===== src/rtl/hazard_ctrl_pkg.sv =====
// Shared encodings for the hazard controller: forwarding selects, FSM states
// and the NOP word used when a pipeline register is cleared.
package hazard_ctrl_pkg;
  localparam logic [1:0] FWD_RF  = 2'b00;
  localparam logic [1:0] FWD_WB  = 2'b01;
  localparam logic [1:0] FWD_MEM = 2'b10;

  localparam logic [31:0] NOP_INSTR = 32'h0000_0000;

  typedef enum logic {ST_RUN = 1'b0, ST_BUSY = 1'b1} state_t;
endpackage


===== src/rtl/hazard_ctrl_fwd_sel.sv =====
// One EX operand's forwarding select. The EX/MEM result is younger than the
// MEM/WB one, so it wins. Register 0 is never forwarded.
module fwd_sel
  import hazard_ctrl_pkg::*;
(
  input  logic [4:0] addr,
  input  logic       mem_we,
  input  logic [4:0] mem_waddr,
  input  logic       wb_we,
  input  logic [4:0] wb_waddr,
  output logic [1:0] sel
);
  always_comb begin
    sel = FWD_RF;
    if (mem_we && (mem_waddr != 5'd0) && (mem_waddr == addr))
      sel = FWD_MEM;
    else if (wb_we && (wb_waddr != 5'd0) && (wb_waddr == addr))
      sel = FWD_WB;
  end
endmodule


===== src/rtl/hazard_ctrl.sv =====
// Hazard controller for the 5-stage MIPS pipeline: stalls, flushes, operand
// forwarding, mult/div sequencing and debug event counters.
module hazard_ctrl
  import hazard_ctrl_pkg::*;
#(
  parameter int MUL_LAT = 4,
  parameter int DIV_LAT = 32,
  parameter int CNT_W   = 32
) (
  input  logic             clk,
  input  logic             reset_n,
  input  logic             en,
  input  logic [4:0]       id_rs_addr,
  input  logic [4:0]       id_rt_addr,
  input  logic             id_uses_rs,
  input  logic             id_uses_rt,
  input  logic             id_uses_hilo,
  input  logic             id_Jump,
  input  logic [4:0]       ex_rs_addr,
  input  logic [4:0]       ex_rt_addr,
  input  logic             ex_MemRead,
  input  logic [4:0]       ex_Regs_waddr,
  input  logic             ex_muldiv_start,
  input  logic             ex_is_div,
  input  logic             mem_RegWrite,
  input  logic [4:0]       mem_Regs_waddr,
  input  logic             mem_Zero_Branch,
  input  logic             wb_RegWrite,
  input  logic [4:0]       wb_Regs_waddr,
  output logic             pc_we,
  output logic             if_id_we,
  output logic             if_id_flush,
  output logic             id_ex_flush,
  output logic             ex_mem_flush,
  output logic [1:0]       fwd_a,
  output logic [1:0]       fwd_b,
  output logic             muldiv_busy,
  output logic [CNT_W-1:0] stall_cycles,
  output logic [CNT_W-1:0] flush_events
);
  localparam int LAT_MAX = (DIV_LAT > MUL_LAT) ? DIV_LAT : MUL_LAT;
  localparam int BW      = (LAT_MAX > 2) ? $clog2(LAT_MAX) : 1;

  state_t        state, state_n;
  logic [BW-1:0] cnt, cnt_n, lat_m1;
  logic [1:0]    sel_a, sel_b;
  logic          load_use, hilo_wait;

  fwd_sel u_fwd_a (
    .addr(ex_rs_addr), .mem_we(mem_RegWrite), .mem_waddr(mem_Regs_waddr),
    .wb_we(wb_RegWrite), .wb_waddr(wb_Regs_waddr), .sel(sel_a)
  );
  fwd_sel u_fwd_b (
    .addr(ex_rt_addr), .mem_we(mem_RegWrite), .mem_waddr(mem_Regs_waddr),
    .wb_we(wb_RegWrite), .wb_waddr(wb_Regs_waddr), .sel(sel_b)
  );

  assign fwd_a       = reset_n ? sel_a : FWD_RF;
  assign fwd_b       = reset_n ? sel_b : FWD_RF;
  assign muldiv_busy = (state == ST_BUSY);

  assign load_use  = ex_MemRead && (ex_Regs_waddr != 5'd0) &&
                     ((id_uses_rs && (id_rs_addr == ex_Regs_waddr)) ||
                      (id_uses_rt && (id_rt_addr == ex_Regs_waddr)));
  assign hilo_wait = id_uses_hilo && (muldiv_busy || ex_muldiv_start);
  assign lat_m1    = ex_is_div ? BW'(DIV_LAT - 1) : BW'(MUL_LAT - 1);

  always_comb begin
    pc_we        = 1'b1;
    if_id_we     = 1'b1;
    if_id_flush  = 1'b0;
    id_ex_flush  = 1'b0;
    ex_mem_flush = 1'b0;
    if (!reset_n) begin
      // hold the pass-through defaults while in reset
    end else if (!en) begin
      pc_we    = 1'b0;
      if_id_we = 1'b0;
    end else if (mem_Zero_Branch) begin
      if_id_flush  = 1'b1;
      id_ex_flush  = 1'b1;
      ex_mem_flush = 1'b1;
    end else if (load_use || hilo_wait) begin
      pc_we       = 1'b0;
      if_id_we    = 1'b0;
      id_ex_flush = 1'b1;
    end else if (id_Jump) begin
      if_id_flush = 1'b1;
    end
  end

  // A mult/div behind a taken branch is squashed, so it never starts.
  always_comb begin
    state_n = state;
    cnt_n   = cnt;
    case (state)
      ST_RUN:
        if (ex_muldiv_start && !mem_Zero_Branch) begin
          state_n = ST_BUSY;
          cnt_n   = lat_m1;
        end
      ST_BUSY:
        if (cnt == '0) state_n = ST_RUN;
        else           cnt_n   = cnt - 1'b1;
      default: state_n = ST_RUN;
    endcase
  end

  always_ff @(posedge clk or negedge reset_n) begin
    if (!reset_n) begin
      state        <= ST_RUN;
      cnt          <= '0;
      stall_cycles <= '0;
      flush_events <= '0;
    end else if (en) begin
      state <= state_n;
      cnt   <= cnt_n;
      if (!pc_we)      stall_cycles <= stall_cycles + 1'b1;
      if (if_id_flush) flush_events <= flush_events + 1'b1;
    end
  end
endmodule


===== config.mk =====
export PLATFORM = sky130hd
export DESIGN_NAME = hazard_ctrl
export DESIGN_NICKNAME = d
export VERILOG_FILES = /design/src/rtl/hazard_ctrl_pkg.sv /design/src/rtl/hazard_ctrl_fwd_sel.sv /design/src/rtl/hazard_ctrl.sv
export SDC_FILE = /design/constraint.sdc
export NUM_CORES = 1
export LEC_CHECK = 0
export CAP_MARGIN = 20
export CORE_MARGIN = 2
export CORE_UTILIZATION = 35
export DETAILED_ROUTE_END_ITERATION = 7
export PLACE_DENSITY = 0.74
export SLEW_MARGIN = 20
export SYNTH_ARGS = -nofsm -noshare
export SYNTH_HDL_FRONTEND = slang
export SYNTH_SLANG_ARGS = --single-unit

===== constraint.sdc =====
create_clock -name clk -period 2.6 [get_ports clk]
set_input_delay 0.52 -clock clk [delete_from_list [all_inputs] [get_ports clk]]
set_output_delay 0.52 -clock clk [all_outputs]
set_load 0.05 [all_outputs]

# Yosys cells after proc, flatten, opt, wreduce, memory -nomap -nowiden
# Cells that the tools add are included.
# classes
reduce_logical,23
add_sub_neg,3
bitwise,2
eq_ne,8
n_mux,29
# op_table
operator,n
32-bit by 1-bit adder with 32-bit output (second input constant),2
5-bit equality test,6
1-bit 2-to-1 mux,20
5-bit 2-to-1 mux,3
5-bit nonzero test,3
1-bit logical AND,12
5-bit one-hot mux with 2 select lines,1
2-bit 2-to-1 mux,4
5-bit logical NOT,1
5-bit by 1-bit subtractor with 5-bit output (second input constant),1
2-bit != test (second input constant),2
2-bit AND reduction,2
1-bit logical OR,3
3-bit AND reduction,1
1-bit inverter,2
1-bit one-hot mux with 2 select lines,1
1-bit logical NOT,1
# word_totals
regBits,70
inputBits,48

# Longest topological paths before layout
# depth
word_depth,11
mapped_depth,8

# Modules after synthesis
# Synthesis repeated with hierarchy kept, for this count alone.
# hier_totals
hier_cells,385
area_unflattened_um2,3913.8
# modules_own_cells
mod,seq_area_each_um2,area_per_inst_um2,instances,cells_each
hazard_ctrl,1751.7,3611.0,1,345
fwd_sel,0.0,151.4,2,20

# Worst setup path after synthesis
# Ideal clock, no wire load.
# synth_path
path_kind,input port to output port
from,input mem_Regs_waddr[0]
to,output fwd_a[0]
n_path_buf,0
required_ns,2.080
path_stages,4
path_slack_ns,-0.791
arrival_time_ns,2.871
path_cell_list,or4_1 -> o21ai_0 -> nor4_1 -> nor4_1
# synth_via
elab_chain_len,5
# synth_lines
element,line,source
start: declaration,hazard_ctrl.sv:26,"input logic [4:0] mem_Regs_waddr,"
5-bit nonzero test,hazard_ctrl_fwd_sel.sv:15,if (mem_we && (mem_waddr != 5'd0) && (mem_waddr == addr))
1-bit logical AND,hazard_ctrl_fwd_sel.sv:15,
1-bit logical AND *,hazard_ctrl_fwd_sel.sv:15,
2-bit 2-to-1 mux *,hazard_ctrl_fwd_sel.sv:15,
2-bit 2-to-1 mux *,hazard_ctrl.sv:58,assign fwd_a = reset_n ? sel_a : FWD_RF;
end: declaration,hazard_ctrl.sv:35,"output logic [1:0] fwd_a,"
# Mark *: on every way between the ends. The rest lies on a longest branch, timed or not.

# Worst setup path in the final report
# layout_path
from,input mem_Regs_waddr[0]
to,output fwd_b[0]
# layout_via
elab_chain_len,5
# layout_lines
element,line,source
5-bit nonzero test,hazard_ctrl_fwd_sel.sv:15,
1-bit logical AND,hazard_ctrl_fwd_sel.sv:15,
1-bit logical AND *,hazard_ctrl_fwd_sel.sv:15,
2-bit 2-to-1 mux *,hazard_ctrl_fwd_sel.sv:15,
2-bit 2-to-1 mux *,hazard_ctrl.sv:59,assign fwd_b = reset_n ? sel_b : FWD_RF;
end: declaration,hazard_ctrl.sv:36,"output logic [1:0] fwd_b,"
# Marks and branches as above.

==> out/qor.yml <==
power_frac_comb: 0.284
fmax_mhz: 392
antenna_left: 0
syn_to_final_growth_pct: 51.7
rows: 38
clockPowerShare: 0.311
fin_hold_ws_ns: 0.189
fin_area_mm2: 0.00588
p_int_mw: 2.19
grt_pass1_wl_mm: 16.2
antenna_found_initial: 0
vias: 3405
finalMaxSlewViolations: 0
met2_usage: 0.280
instances_no_fill: 679
synth-edff-count: 0
cp-start-kind: "input port"
ctsHoldBuffers: 0
wl_per_cell_um: 14.7
numCtsBuffers: 9
setup-tns-final_ns: 0
num_antenna_cells: 0
synth_cell_types: 49
die_w_um: 109
min_period_ns: 2.55
worstSetupPathType: "in -> out"
worst_slack_ns: 0.0508
peakVddDrop_uv: 276
skew_ns: 0.00872
grt_pass1_vias: 3278
yosysWarnings: 0
fill_cells: 965
grt_usage: 0.173
cts_tree: "done"
crit_arrival_ns: 2.03
netlist_area_mm2: 0.00387
status: "finished, final reports clean"
clockBufferDepth: 2
powerDensity_mw_per_mm2: 557
syn_avg_cell_area_um2: 10.3
syn_nets: 427
gp_congestion: 0.802
place_ws_ns: -0.311
design.die.area_mm2: 0.0119
drive_gt1_frac: 0.174
hpwl_mm: 7.46
final_net_count: 586
hold_class: "in -> async"
maxSlewHeadroom: 0.532
fin_util: 0.542
drc_errors: 0
rsz0062_at_grt: "no"
p_leak_nw: 2.64
path_clk_slew_ns: 0.07
start_util: 0.357
tightest_slew_ns: 0.701
ys_seq_elements: 70
async_reset_ff_frac: 1.00
synthCells: 375
place_inst: 658
swShare: 0.332
num_io_pins: 122
netlist_top_cells_area: "dfrtp_1 (45%), xnor2_1 (12%), xor2_1 (8.4%), nand4_1 (3.9%), nand3_1 (3.6%)"
min_period_over_period: 0.980
end_kind: "output port"
drv_cap: 0
clock_sinks: 70
finalHoldViolCount: 0
dieHeight_um: 109
synth_top_area_share: 0.452
yosys.area.top_type: "dfrtp_1"
grt_use_met3: 0.0329
yosys-top-cells-count: "dfrtp_1 (70), xnor2_1 (55), xor2_1 (37), nand2_1 (29), nand3_1 (28)"
clkLatencyLatePin_ns: 0.34
first_pass_iters: 5
synthFlopType: "dfrtp_1"
gr-max-usage-layer: "met2"
grt_use_met1: 0.225
p_sw_mw: 1.09
portBuffers: 121
overflow: 0
yosys.cell_count.top_type: "dfrtp_1"
drt_wl_total_mm: 10.0
core_area_mm2: 0.0108
setup_viol: 0
cts-root-buf: "clkbuf_8"
viasPerCell: 5.01
dpl_cell_area_mm2: 0.00554
crit_required_ns: 2.08
power_mw: 3.27
seq_area_frac_synth: 0.452
grt_max_degree: 47
first_iter_violations: 104
r2r_slack_ns: 0.43
power_frac_seq: 0.406
cts_htree_levels: 3
cp_max_fo: 2
-- worst max-delay path, stage by stage --
cell and delay (ns):
clkbuf_2 0.09, or4_4 0.54, o21ai_4 0.19, buf_6 0.13, nor4_4 0.05, nor4_4 0.33
buf_12 0.18
-- metal layers --
layer  wire length (um)  share of wire
met1               4560           0.46
met2               4710           0.47
met3                520          0.052
met4                221          0.022
met5                  0              0
-- layout make-up --
| type | instances | area [um^2] | area share |
|---|---|---|---|
| multi-input cells | 287 | 2130 | 0.362 |
| flip-flops and latches | 70 | 1750 | 0.298 |
| repair buffers | 159 | 1560 | 0.266 |
| well taps | 140 | 175 | 0.0298 |
| clock buffers | 13 | 169 | 0.0287 |
| clock inverters | 3 | 65.1 | 0.0111 |
| inverters | 7 | 26.3 | 0.00447 |
-- logic make-up (layout without fill, tap and decap cells) --
group	Yosys count	count (layout)	synth area share
muxes	3	3	0.00937
and+or+nand+nor	163	163	0.243
xor gates and xnor gates	92	92	0.208
DFF	70	70	0.452
adders and majority gates	4	4	0.0129
AOI/OAI and AO/OA	25	25	0.0494
buffers and inverters	18	182	0.0255
-- path summary, 6_finish.rpt --
check,startpoint,to,cells past startpoint
worst min-delay path,reset_n,cnt[0],2
worst max register to register,stall_cycles[6],stall_cycles[21],6
max in group asynchronous,reset_n,flush_events[11],3
worst max-delay path,mem_Regs_waddr[0],fwd_b[0],7
min in group clk,flush_events[31],flush_events[31],1
worst min register to register,flush_events[31],flush_events[31],1
-- registers in the layout, indices dropped and copies added (netlist names) --
register / flops
cnt: 5
flush_events: 32
muldiv_busy: 1
stall_cycles: 32
-- power groups by stage --
stage	clock, mW	combinational, mW	sequential, mW
2_1_floorplan	0	0.316	1.57
4_1_cts	1.04	0.935	1.33
3_5_place_dp	0	0.925	1.35
6_report	1.02	0.929	1.33
5_1_grt	1.09	1.01	1.35
3_3_place_gp	0	0.911	1.34
-- placed cells by master (no fill, tap or decap), types with 4 or more instances in the layout --
cell type / n
or4_4: 4
and3_1: 12
clkbuf_2: 5
and2_1: 4
nand3_1: 28
inv_1: 6
nor2_1: 19
buf_12: 7
nand2_1: 28
nor4_4: 5
dlymetal6s2s_1: 10
o21ai_0: 7
nor4_1: 7
ha_1: 4
xnor2_1: 55
buf_4: 37
clkbuf_8: 12
clkdlybuf4s50_1: 82
dfrtp_1: 70
nand4_1: 24
buf_6: 4
xor2_1: 37
and4_1: 6
nor3_1: 9
dlygate4sd2_1: 11
-- timing repair --
item,in CTS,in global routing
endpoints found under the hold margin,0,0
gates cloned,0,0
buffers inserted,4,2
gates resized for setup,35,22
pin swaps,13,19
endpoints found under the setup margin,8,7
(Power assumes the default switching activity.)
